`src/rtl/axi_resp_router.sv`:
```
// Purpose : steer one downstream response stream (R or B beats) back to requestors in arbiter grant order.
// Latency : routing is combinational; a recorded grant becomes routable the cycle after it is pushed.
// Backpr. : grant_ready_o drops at DEPTH outstanding; in_ready_o follows the selected requestor's ready, and is low when empty.
//
// Ports:
//   clk_i, rst_i          clock, asynchronous active-high reset
//   grant_valid_i/sel_i   completed arbiter grant and the winning requestor index
//   grant_ready_o         order FIFO has room for another grant
//   in_valid/ready/last/data   single response stream from downstream
//   out_valid_o[NUM_REQ]  one-hot valid toward the requestor at the FIFO head
//   out_ready_i[NUM_REQ]  per-requestor ready; only the head's bit is used
//   out_last_o/out_data_o broadcast copies of in_last_i/in_data_i
//   outstanding_o         number of grants still awaiting their last beat
//   bad_sel_o             head entry names a requestor that does not exist
module axi_resp_router #(
    parameter int NUM_REQ    = 4,
    parameter int DEPTH      = 4,
    parameter int DATA_WIDTH = 64,
    localparam int SEL_W     = $clog2(NUM_REQ),
    localparam int CNT_W     = $clog2(DEPTH + 1)
) (
    input  logic                  clk_i,
    input  logic                  rst_i,
    input  logic                  grant_valid_i,
    input  logic [SEL_W-1:0]      grant_sel_i,
    output logic                  grant_ready_o,
    input  logic                  in_valid_i,
    output logic                  in_ready_o,
    input  logic                  in_last_i,
    input  logic [DATA_WIDTH-1:0] in_data_i,
    output logic [NUM_REQ-1:0]    out_valid_o,
    input  logic [NUM_REQ-1:0]    out_ready_i,
    output logic                  out_last_o,
    output logic [DATA_WIDTH-1:0] out_data_o,
    output logic [CNT_W-1:0]      outstanding_o,
    output logic                  bad_sel_o
);

    localparam int PTR_W = (DEPTH > 1) ? $clog2(DEPTH) : 1;

    logic [SEL_W-1:0] sel_mem [DEPTH];
    logic [PTR_W-1:0] wr_ptr;
    logic [PTR_W-1:0] rd_ptr;
    logic [CNT_W-1:0] count;
    logic [SEL_W-1:0] head;
    logic             empty;
    logic             head_bad;
    logic             push;
    logic             pop;

    // DEPTH need not be a power of two, so wrap by compare instead of masking.
    function automatic logic [PTR_W-1:0] ptr_inc(input logic [PTR_W-1:0] p);
        return (p == PTR_W'(DEPTH - 1)) ? '0 : p + PTR_W'(1);
    endfunction

    assign empty         = (count == '0);
    assign grant_ready_o = (count != CNT_W'(DEPTH));
    assign outstanding_o = count;
    assign head          = sel_mem[rd_ptr];

    // Only reachable when NUM_REQ is not a power of two; the extra bit keeps
    // the compare wide enough to hold NUM_REQ itself.
    assign head_bad  = !empty && ({1'b0, head} >= (SEL_W + 1)'(NUM_REQ));
    assign bad_sel_o = head_bad;

    assign out_data_o = in_data_i;
    assign out_last_o = in_last_i;

    always_comb begin
        out_valid_o = '0;
        if (in_valid_i && !empty && !head_bad) begin
            out_valid_o[head] = 1'b1;
        end
    end

    // A bad head has no requestor to wait on, so its beats are drained.
    always_comb begin
        in_ready_o = 1'b0;
        if (!empty) begin
            in_ready_o = head_bad ? 1'b1 : out_ready_i[head];
        end
    end

    assign push = grant_valid_i && grant_ready_o;
    assign pop  = in_valid_i && in_ready_o && in_last_i;

    always_ff @(posedge clk_i or posedge rst_i) begin
        if (rst_i) begin
            wr_ptr <= '0;
            rd_ptr <= '0;
            count  <= '0;
        end else begin
            if (push) begin
                wr_ptr <= ptr_inc(wr_ptr);
            end
            if (pop) begin
                rd_ptr <= ptr_inc(rd_ptr);
            end
            // Full-and-pop cannot push (grant_ready_o is low), so a freed
            // slot is only offered from the following cycle.
            case ({push, pop})
                2'b10:   count <= count + CNT_W'(1);
                2'b01:   count <= count - CNT_W'(1);
                default: count <= count;
            endcase
        end
    end

    // Entry storage needs no reset: it is never read while the FIFO is empty.
    always_ff @(posedge clk_i) begin
        if (push) begin
            sel_mem[wr_ptr] <= grant_sel_i;
        end
    end

endmodule
```
`config.mk`:
```
export PLATFORM = sky130hd
export DESIGN_NAME = axi_resp_router
export DESIGN_NICKNAME = d
export VERILOG_FILES = /design/src/rtl/axi_resp_router.sv
export SDC_FILE = /design/constraint.sdc
export NUM_CORES = 1
export LEC_CHECK = 0
export CAP_MARGIN = 20
export CORE_AREA = 2 2 58 60
export DETAILED_ROUTE_END_ITERATION = 7
export DIE_AREA = 0 0 60 62
export DONT_BUFFER_PORTS = 1
export PLACE_DENSITY_LB_ADDON = 0.25
export SLEW_MARGIN = 20
export SYNTH_ARGS = -nofsm -noshare
export SYNTH_HDL_FRONTEND = slang
export SYNTH_SLANG_ARGS = --single-unit
```
`constraint.sdc`:
```
create_clock -name clk_i -period 2.85 [get_ports clk_i]
set_input_delay 0.57 -clock clk_i [delete_from_list [all_inputs] [get_ports clk_i]]
set_output_delay 0.57 -clock clk_i [all_outputs]
set_load 0.05 [all_outputs]
```
# After elaboration in Yosys (flattened, before gate mapping)
# Memory sizes are Yosys's and may differ from the RTL's.
# Cells that the tools add are included.
op_classes:
  addsub: 4
  n_mul: 0
  n_lt_le_gt_ge: 2
  n_div: 0
  n_eq_ne: 5
  bitwise: 0
  n_shift: 0
  reduce_logical: 8
  n_mux: 11
op_table:
  columns: ["op", "n"]
  rows:
  - ["2-bit == test (second input constant)", 3]
  - ["3-bit one-hot mux with 2 select lines", 1]
  - ["1-bit logical AND", 5]
  - ["1-bit two-way mux", 5]
  - ["2-bit by 1-bit adder with 2-bit output (second input constant)", 2]
  - ["2-bit two-way mux", 2]
  - ["4-bit two-way mux", 1]
  - ["3-bit by 1-bit adder with 3-bit output (second input constant)", 1]
  - ["3-bit logical NOT", 1]
  - ["2-bit by 3-bit < comparator with 1-bit output (second input constant)", 1]
  - ["3-bit != test (second input constant)", 1]
  - ["3-bit by 1-bit subtractor with 3-bit output (second input constant)", 1]
  - ["1-bit binary-select mux with 2-bit select", 1]
  - ["1-bit demux with 2-bit select", 1]
  - ["2-bit by 1-bit == test with 1-bit output (second input constant)", 1]
  - ["2-bit by 1-bit greater-or-equal comparator with 1-bit output (second input constant)", 1]
  - ["2-bit nonzero test", 1]
  - ["1-bit logical NOT", 1]
totals:
  register_bits: 7
  mem_bits_rw: 8
  latch_bits: 0
  word_cells: 34
  romBits: 0
  inputBits: 75
  memories: 1
memory_table:
  columns: ["memory", "words", "word_bits", "read_ports", "rd_clocked_by_memory_dff", "write_ports", "line_no", "rtl"]
  rows:
  - ["sel_mem", 4, 2, 1, 0, 1, "41", "logic [SEL_W-1:0] sel_mem [DEPTH];"]

# Longest topological paths before layout
# Gate-level depths: netlist (run 1).
# An unclocked memory read counts as a cell.
depth:
  word_depth: 8
  depth_mapped: 11
  ltp_nobuf: 11

# Worst setup path before layout (run 1)
# OpenSTA, ideal clock, no wires.
synth_path:
  kind: "register to register"
  from: "register count[2], in the netlist outstanding_o[2]"
  to: "register count[2], in the netlist outstanding_o[2]"
  t_arrival_ns: 2.571
  synth_period_minus_slack_ns: 2.653
  required_time_ns: 2.768
  path_buffers: 0
  setup_slack_ns: 0.197
  stages_incl_launch_ff: 9
  setup_time_ns: 0.082
  path_cell_list: "dfrtp_1 > nand3_1 > nand2_1 > ha_1 > inv_1 > fa_1 > xor2_1 > nor2_1 > xor2_1"
synth_rtl:
  columns: ["element", "line_no", "rtl"]
  rows:
  - ["from (decl)", "44", "logic [CNT_W-1:0] count;"]
  - ["from (signal assigned)", "102", "2'b10: count <= count + CNT_W'(1);"]
  - ["from (signal assigned)", "103", "2'b01: count <= count - CNT_W'(1);"]
  - ["from (signal assigned)", "104", "default: count <= count;"]
  - ["3-bit != test *", "57", "assign grant_ready_o = (count != CNT_W'(DEPTH));"]
  - ["via grant_ready_o", "26", "output logic grant_ready_o,"]
  - ["1-bit logical AND *", "84", "assign push = grant_valid_i && grant_ready_o;"]
  - ["2-bit by 1-bit == test with 1-bit output or 2-bit == test (tied branches)", "101", "case ({push, pop})"]
  - ["3-bit one-hot mux with 2 select lines or 2-bit nonzero test (tied branches)", null, null]
# Mark *: on every way through the listed nets, which the timed path passes. The rest lies on a longest branch.
# A chain may end at the register's enable or synchronous reset.

# Final worst setup path (run 1)
layout_path:
  from: "register rd_ptr[0]"
  to: "register count[2], in the netlist outstanding_o[2]"
layout_between:
  elab_chain_len: 8
layout_lines:
  columns: ["element", "line_no", "rtl"]
  rows:
  - ["from (decl)", "43", "logic [PTR_W-1:0] rd_ptr;"]
  - ["from (signal assigned)", "97", "rd_ptr <= ptr_inc(rd_ptr);"]
  - ["memory 4 x 2 bit *", null, null]
  - ["1-bit binary-select mux with 2-bit select *", "80", "in_ready_o = head_bad ? 1'b1 : out_ready_i[head];"]
  - ["1-bit two-way mux (not written as such) *", "80", null]
  - ["1-bit two-way mux *", "79", "if (!empty) begin"]
  - ["1-bit logical AND * (2 in series)", "85", "assign pop = in_valid_i && in_ready_o && in_last_i;"]
  - ["via pop", "49", "logic pop;"]
  - ["2-bit by 1-bit == test with 1-bit output or 2-bit == test (tied branches)", "101", null]
  - ["3-bit one-hot mux with 2 select lines or 2-bit nonzero test (tied branches)", null, null]
# Mark *: on every way through the listed nets, which the timed path passes. The rest lies on a longest branch. The select of a mux whose other input is x is not followed.

==> flow_summary.json, run 1 <==
{
  "status": "completed",
  "rows": 21,
  "critPathRequiredTime_ns": 3.06,
  "synth.area.top_cells": "buf_4 38%, edfxtp_1 18%, dfrtp_1 13%",
  "cts_sinks": 15,
  "timing.final.hold_violations": 0,
  "stdcell_count": 123,
  "grt_max_degree": 9,
  "gp_congestion": 0.705,
  "vias_per_cell": 4.70,
  "layout_common_cells": "10 x buf_4, 8 x inv_1, 8 x edfxtp_1",
  "n_fill_cell": 336,
  "syn-num-nets": 211,
  "synth_cell_types": 23,
  "slew_headroom_pct": 64.1,
  "period_minus_slack_ns": 2.69,
  "avgRoutedWirePerCell_um": 23.3,
  "wirelength_mm": 2.87,
  "drc": 0,
  "grt_setup_unrepaired": "no",
  "dieWidth_um": 60,
  "slowest_delay_ns": 0.58,
  "critPathSlowestCell": "mux4_2",
  "ios": 150,
  "crit_buf_inv": 2,
  "cap_viol_max_count": 0,
  "n_antenna_cell": 0,
  "syn-instance-count": 129,
  "vdd_drop_max_uv": 346,
  "numCtsBuffers": 3,
  "critPathKind": "reg -> reg",
  "place_hpwl_mm": 2.56,
  "final_antenna_net_count": 0,
  "grt_pass1_wl_mm": 3.67,
  "io_buffer_count": 0,
  "startpoint_type": "flop",
  "holdBufCountCts": 0,
  "synth_top_area_cell": "buf_4",
  "vias": 578,
  "p_per_area_nw_per_um2": 1190,
  "cts_tree": "done",
  "start_util_pct": 41.4,
  "power.total_mw": 1.17,
  "critPathArrivalTime_ns": 2.90,
  "clk_latency_ns": 0.28,
  "layout_commonest_cell": "buf_4",
  "crit_path_end_kind": "flop",
  "hold_path_class": "in -> async",
  "cts_buffer_depth": 2,
  "synth-async-reset-ratio_pct": 46.7,
  "grt.overflow.total": 0,
  "syn_area_um2": 1320,
  "drtIter0Drc": 15,
  "grt_usage_pct": 14.5,
  "fp.dieArea_um2": 3720,
  "path_cells": "mux4_2, mux2i_1, mux2_4, nand3b_4, inv_1, ha_2, inv_1, fa_2, xor2_1, nor2_1, xor2_1",
  "h-tree-depth": 1,
  "dp_cells": 117,
  "clkTransAtPathRegs_ns": 0.09,
  "maxSlewViolCount": 0,
  "skew_ns": 0.00196,
  "cpLargestDelayFamily": "multiplexers",
  "synth_top_area_share_pct": 37.6,
  "layout-drive-gt1-share_pct": 28.6,
  "core-area_um2": 3180,
  "drt_pass1_iterations": 4,
  "leakagePower_nw": 0.470,
  "synth_edf_count": 8,
  "root_buffer": "clkbuf_4",
  "tightest_slew_ns": 0.539,
  "fin_crit_sh_pct": 94.5,
  "first_global_vias": 608,
  "avgSynthCellArea_um2": 10.2,
  "yosysSeqAreaShare_pct": 31.6,
  "synth-seq-cells": 15,
  "layout.nets": 160,
  "syn_to_final_growth_pct": -25.1,
  "die_height_um": 62,
  "finalSetupTns_ns": 0,
  "ys.flop_type": "edfxtp_1",
  "critPathMaxFanout": 5,
  "fmax_mhz": 371,
  "antenna_found_initial": 0,
  "setup-violations-final": 0,
  "yosys_warnings": 0
}
[layer usage]
layer | up-vias | part of all wire, % | GRT usage [%]
li1 | 242 | - | -
met1 | 237 | 25 | 11.0
met2 | 93 | 46 | 21.3
met3 | 6 | 28 | 19.0
met4 | 0 | 0.80 | 5.71
met5 | - | 0 | 0
[synthesized netlist by cell type, types with 2 or more instances]
master / count
and3_1: 4
buf_4: 66
nor2_1: 7
mux2i_1: 3
dfrtp_1: 7
edfxtp_1: 8
xor2_1: 2
inv_1: 8
ha_1: 6
mux2_4: 3
nor3_1: 2
nand2_1: 2
[power by group]
part / internal [mW] / switching [mW]
logic: 0.272 / 0.393
clock network: 0.0542 / 0.0646
registers: 0.308 / 0.0810
total: 0.634 / 0.538
[cell type report]
type,count,area (um2),area share (%)
sequential,15,417,42.3
multi-input combinational,40,380,38.6
timing repair buffer,10,75.1,7.61
tap,46,57.6,5.84
inverter,8,30.0,3.05
clock buffer,4,26.3,2.66
[final timing paths]
kind	from	end	depth (start not counted)	slack (ns)
max	rd_ptr[0]	outstanding_o[2]	11	0.16
min	rst_i	rd_ptr[1]	1	0.11
max reg2reg	rd_ptr[0]	outstanding_o[2]	11	0.16
min reg2reg	wr_ptr[1]	wr_ptr[1]	1	0.58
max in group asynchronous	rst_i	rd_ptr[0]	1	2.48
min in group clk_i	grant_sel_i[0]	sel_mem[2][0]	0	0.38
[state kept, by name, summed over array words and instances (netlist names)]
name	flops
sel_mem	8
outstanding_o	3
rd_ptr	2
wr_ptr	2
[repair_timing]
action,4_1_cts,5_1_grt
resized for setup,0,3
endpoints found under the hold margin,0,0
buffers inserted,0,2
setup endpoints to repair,0,1
[metrics by stage]
stage | hold WS (ns) | utilization [%] | worst slack (ns) | area, um2
after global routing | 0.117 | 31.0 | 0.0206 | 986
after global placement | 0.421 | 29.5 | 0.126 | 938
after CTS | 0.109 | 30.3 | 0.0350 | 965
final | 0.115 | 31.0 | 0.157 | 986
after detailed placement | 0.427 | 29.5 | 0.0377 | 938
after floorplan | 0.373 | - | 0.197 | 1320
[cells by family (layout without fill, tap and decap cells)]
kind of cell	after synthesis	count (layout)	synth area share (%)
adder cells (fa/ha/maj)	7	7	7.22
flip-flops	15	15	31.6
buffers and inverters	74	22	39.9
XOR/XNOR	3	3	2.00
AO/OA/AOI/OAI	1	1	0.571
multiplexers	9	9	10.3
other	1	1	0.285
AND/OR/NAND/NOR	19	19	8.18
No activity file was read; power rests on OpenSTA's default activity.
==> run 2, diff against run 1 <==
--- a/config.mk
+++ b/config.mk
@@ -10,6 +10,7 @@
 export DETAILED_ROUTE_END_ITERATION = 7
 export DIE_AREA = 0 0 60 62
 export DONT_BUFFER_PORTS = 1
+export MAX_ROUTING_LAYER = met4
 export PLACE_DENSITY_LB_ADDON = 0.25
 export SLEW_MARGIN = 20
 export SYNTH_ARGS = -nofsm -noshare
==> run 2 against run 1 <==
Net effect: clock power about the same; flip-flop and latch count is the same; sequential power hardly changed; worst hold slack improved by 0.0013 ns; worst setup slack worse by 0.00097 ns; count of clock-buffer cells in the layout did not move; sequential share of layout area stayed put; total power shrank 0.21%; combinational power about the same; clock skew down 0.00086 ns; largest power group unchanged.
==> flow_summary.json, run 2 (synthesized netlist as in run 1, its figures left out) <==
{
  "vdd_drop_max_uv": 346,
  "grt_max_degree": 9,
  "start_util_pct": 41.4,
  "drt_pass1_iterations": 4,
  "cts_tree": "done",
  "vias": 584,
  "layout.nets": 160,
  "numCtsBuffers": 3,
  "leakagePower_nw": 0.470,
  "skew_ns": 0.00111,
  "r2r_slack_ns": 0.16,
  "critPathArrivalTime_ns": 2.90,
  "maxSlewViolCount": 0,
  "p_clk_share_pct": 10.1,
  "critPathRequiredTime_ns": 3.06,
  "ios": 150,
  "drtIter0Drc": 10,
  "power_frac_comb_pct": 56.7,
  "period_minus_slack_ns": 2.69,
  "crit_path_end_kind": "flop",
  "grt_usage_pct": 15.0,
  "cp-startpoint": "rd_ptr[0]",
  "reg2reg_to": "outstanding_o[2]",
  "fin_crit_sh_pct": 94.5,
  "fmax_mhz": 371,
  "io_buffer_count": 0,
  "syn_to_final_growth_pct": -25.1,
  "wirelength_mm": 2.85,
  "grt_setup_unrepaired": "no",
  "first_global_vias": 610,
  "status": "completed",
  "final_area_um2": 986,
  "clkTransAtPathRegs_ns": 0.08,
  "timing.rr.start": "rd_ptr[0]",
  "root_buffer": "clkbuf_4",
  "startpoint_type": "flop",
  "layout_common_cells": "10 x buf_4, 8 x inv_1, 8 x edfxtp_1",
  "slew_headroom_pct": 64.4,
  "layout-drive-gt1-share_pct": 28.6,
  "largest_reg_flops": 8,
  "dp_slack_ns": 0.0377,
  "fp.dieArea_um2": 3720,
  "die_height_um": 62,
  "largest_register": "sel_mem",
  "cts_buffer_depth": 2,
  "seqPwrFrac_pct": 33.2,
  "h-tree-depth": 1,
  "finalWorstSetupSlack_ns": 0.156,
  "timing.final.hold_violations": 0,
  "p_per_area_nw_per_um2": 1190,
  "final_antenna_net_count": 0,
  "switchingPower_mw": 0.536,
  "n_antenna_cell": 0,
  "critPathMaxFanout": 5,
  "clk_latency_ns": 0.27,
  "finalSetupTns_ns": 0,
  "post-route-util_pct": 31.0,
  "antenna_found_initial": 0,
  "layout_commonest_cell": "buf_4",
  "cap_viol_max_count": 0,
  "power.internal_mw": 0.634,
  "switching_share_pct": 45.8,
  "grt.overflow.total": 0,
  "rows": 21,
  "place_hpwl_mm": 2.56,
  "core-area_um2": 3180,
  "hold_path_class": "in -> async",
  "cts_sinks": 15,
  "dieWidth_um": 60,
  "endpoint": "outstanding_o[2]",
  "avgRoutedWirePerCell_um": 23.2,
  "setup-violations-final": 0,
  "gp_congestion": 0.712,
  "grt_pass1_wl_mm": 3.64,
  "power.total_mw": 1.17,
  "r2r_cells": 11,
  "vias_per_cell": 4.75,
  "tightest_slew_ns": 0.534,
  "drc": 0,
  "critPathKind": "reg -> reg",
  "placed_cell_area_um2": 938
}
## run 2: cell counts in the layout (fill, tap and decap cells not counted)
Identical to the previous run, type by type.
## run 2: how the worst min path moves through the flow
stage,from,endpoint,slack [ns],depth (start not counted)
4_1_cts,rst_i,wr_ptr[0],0.11,1
6_report,rst_i,outstanding_o[0],0.12,1
2_1_floorplan,rst_i,outstanding_o[0],0.37,1
3_3_place_gp,rst_i,wr_ptr[0],0.42,1
5_1_grt,rst_i,outstanding_o[0],0.12,1
3_5_place_dp,rst_i,outstanding_o[0],0.43,1
## run 2: layout make-up
type                            instances  area [um2]
Timing Repair Buffer                   10        75.1
Sequential cell                        15         417
Fill cell                             336        2190
Multi-Input combinational cell         40         380
Clock buffer                            4        26.3
Tap cell                               46        57.6
Inverter                                8        30.0
## run 2: metal layers
metal  wire length, um  track usage (%)  vias to the layer above
li1                  -                -                      242
met5                 0                -                        -
met2              1340             21.3                       90
met1               660             10.8                      246
met3               826             19.5                        6
met4                23             5.71                        0
## run 2: worst max-delay path, stage by stage (launching register included)
cell and delay, ns:
dfrtp_2 0.41, mux4_2 0.58, mux2i_1 0.15, mux2_4 0.28, nand3b_4 0.18, inv_1 0.07, ha_2 0.16, inv_1 0.05
fa_2 0.33, xor2_1 0.14, nor2_1 0.12, xor2_1 0.15
## run 2: power by group through the flow
stage	clock network (mW)	logic, mW	registers, mW
2_1_floorplan	0	0.697	0.441
3_3_place_gp	0	0.649	0.394
3_5_place_dp	0	0.652	0.396
4_1_cts	0.125	0.654	0.390
5_1_grt	0.132	0.730	0.401
6_report	0.118	0.663	0.389
## run 2: repair_timing
action                                  CTS  global route
setup buffers                             0             2
endpoints found under the setup margin    0             1
gates resized for setup                   0             3
hold buffers                              0             0
## run 2: stage by stage
step           instances  hold WS, ns
3_3_place_gp         117        0.421
6_report             123        0.116
2_1_floorplan        129        0.373
4_1_cts              121        0.109
5_1_grt              123        0.117
3_5_place_dp         117        0.427
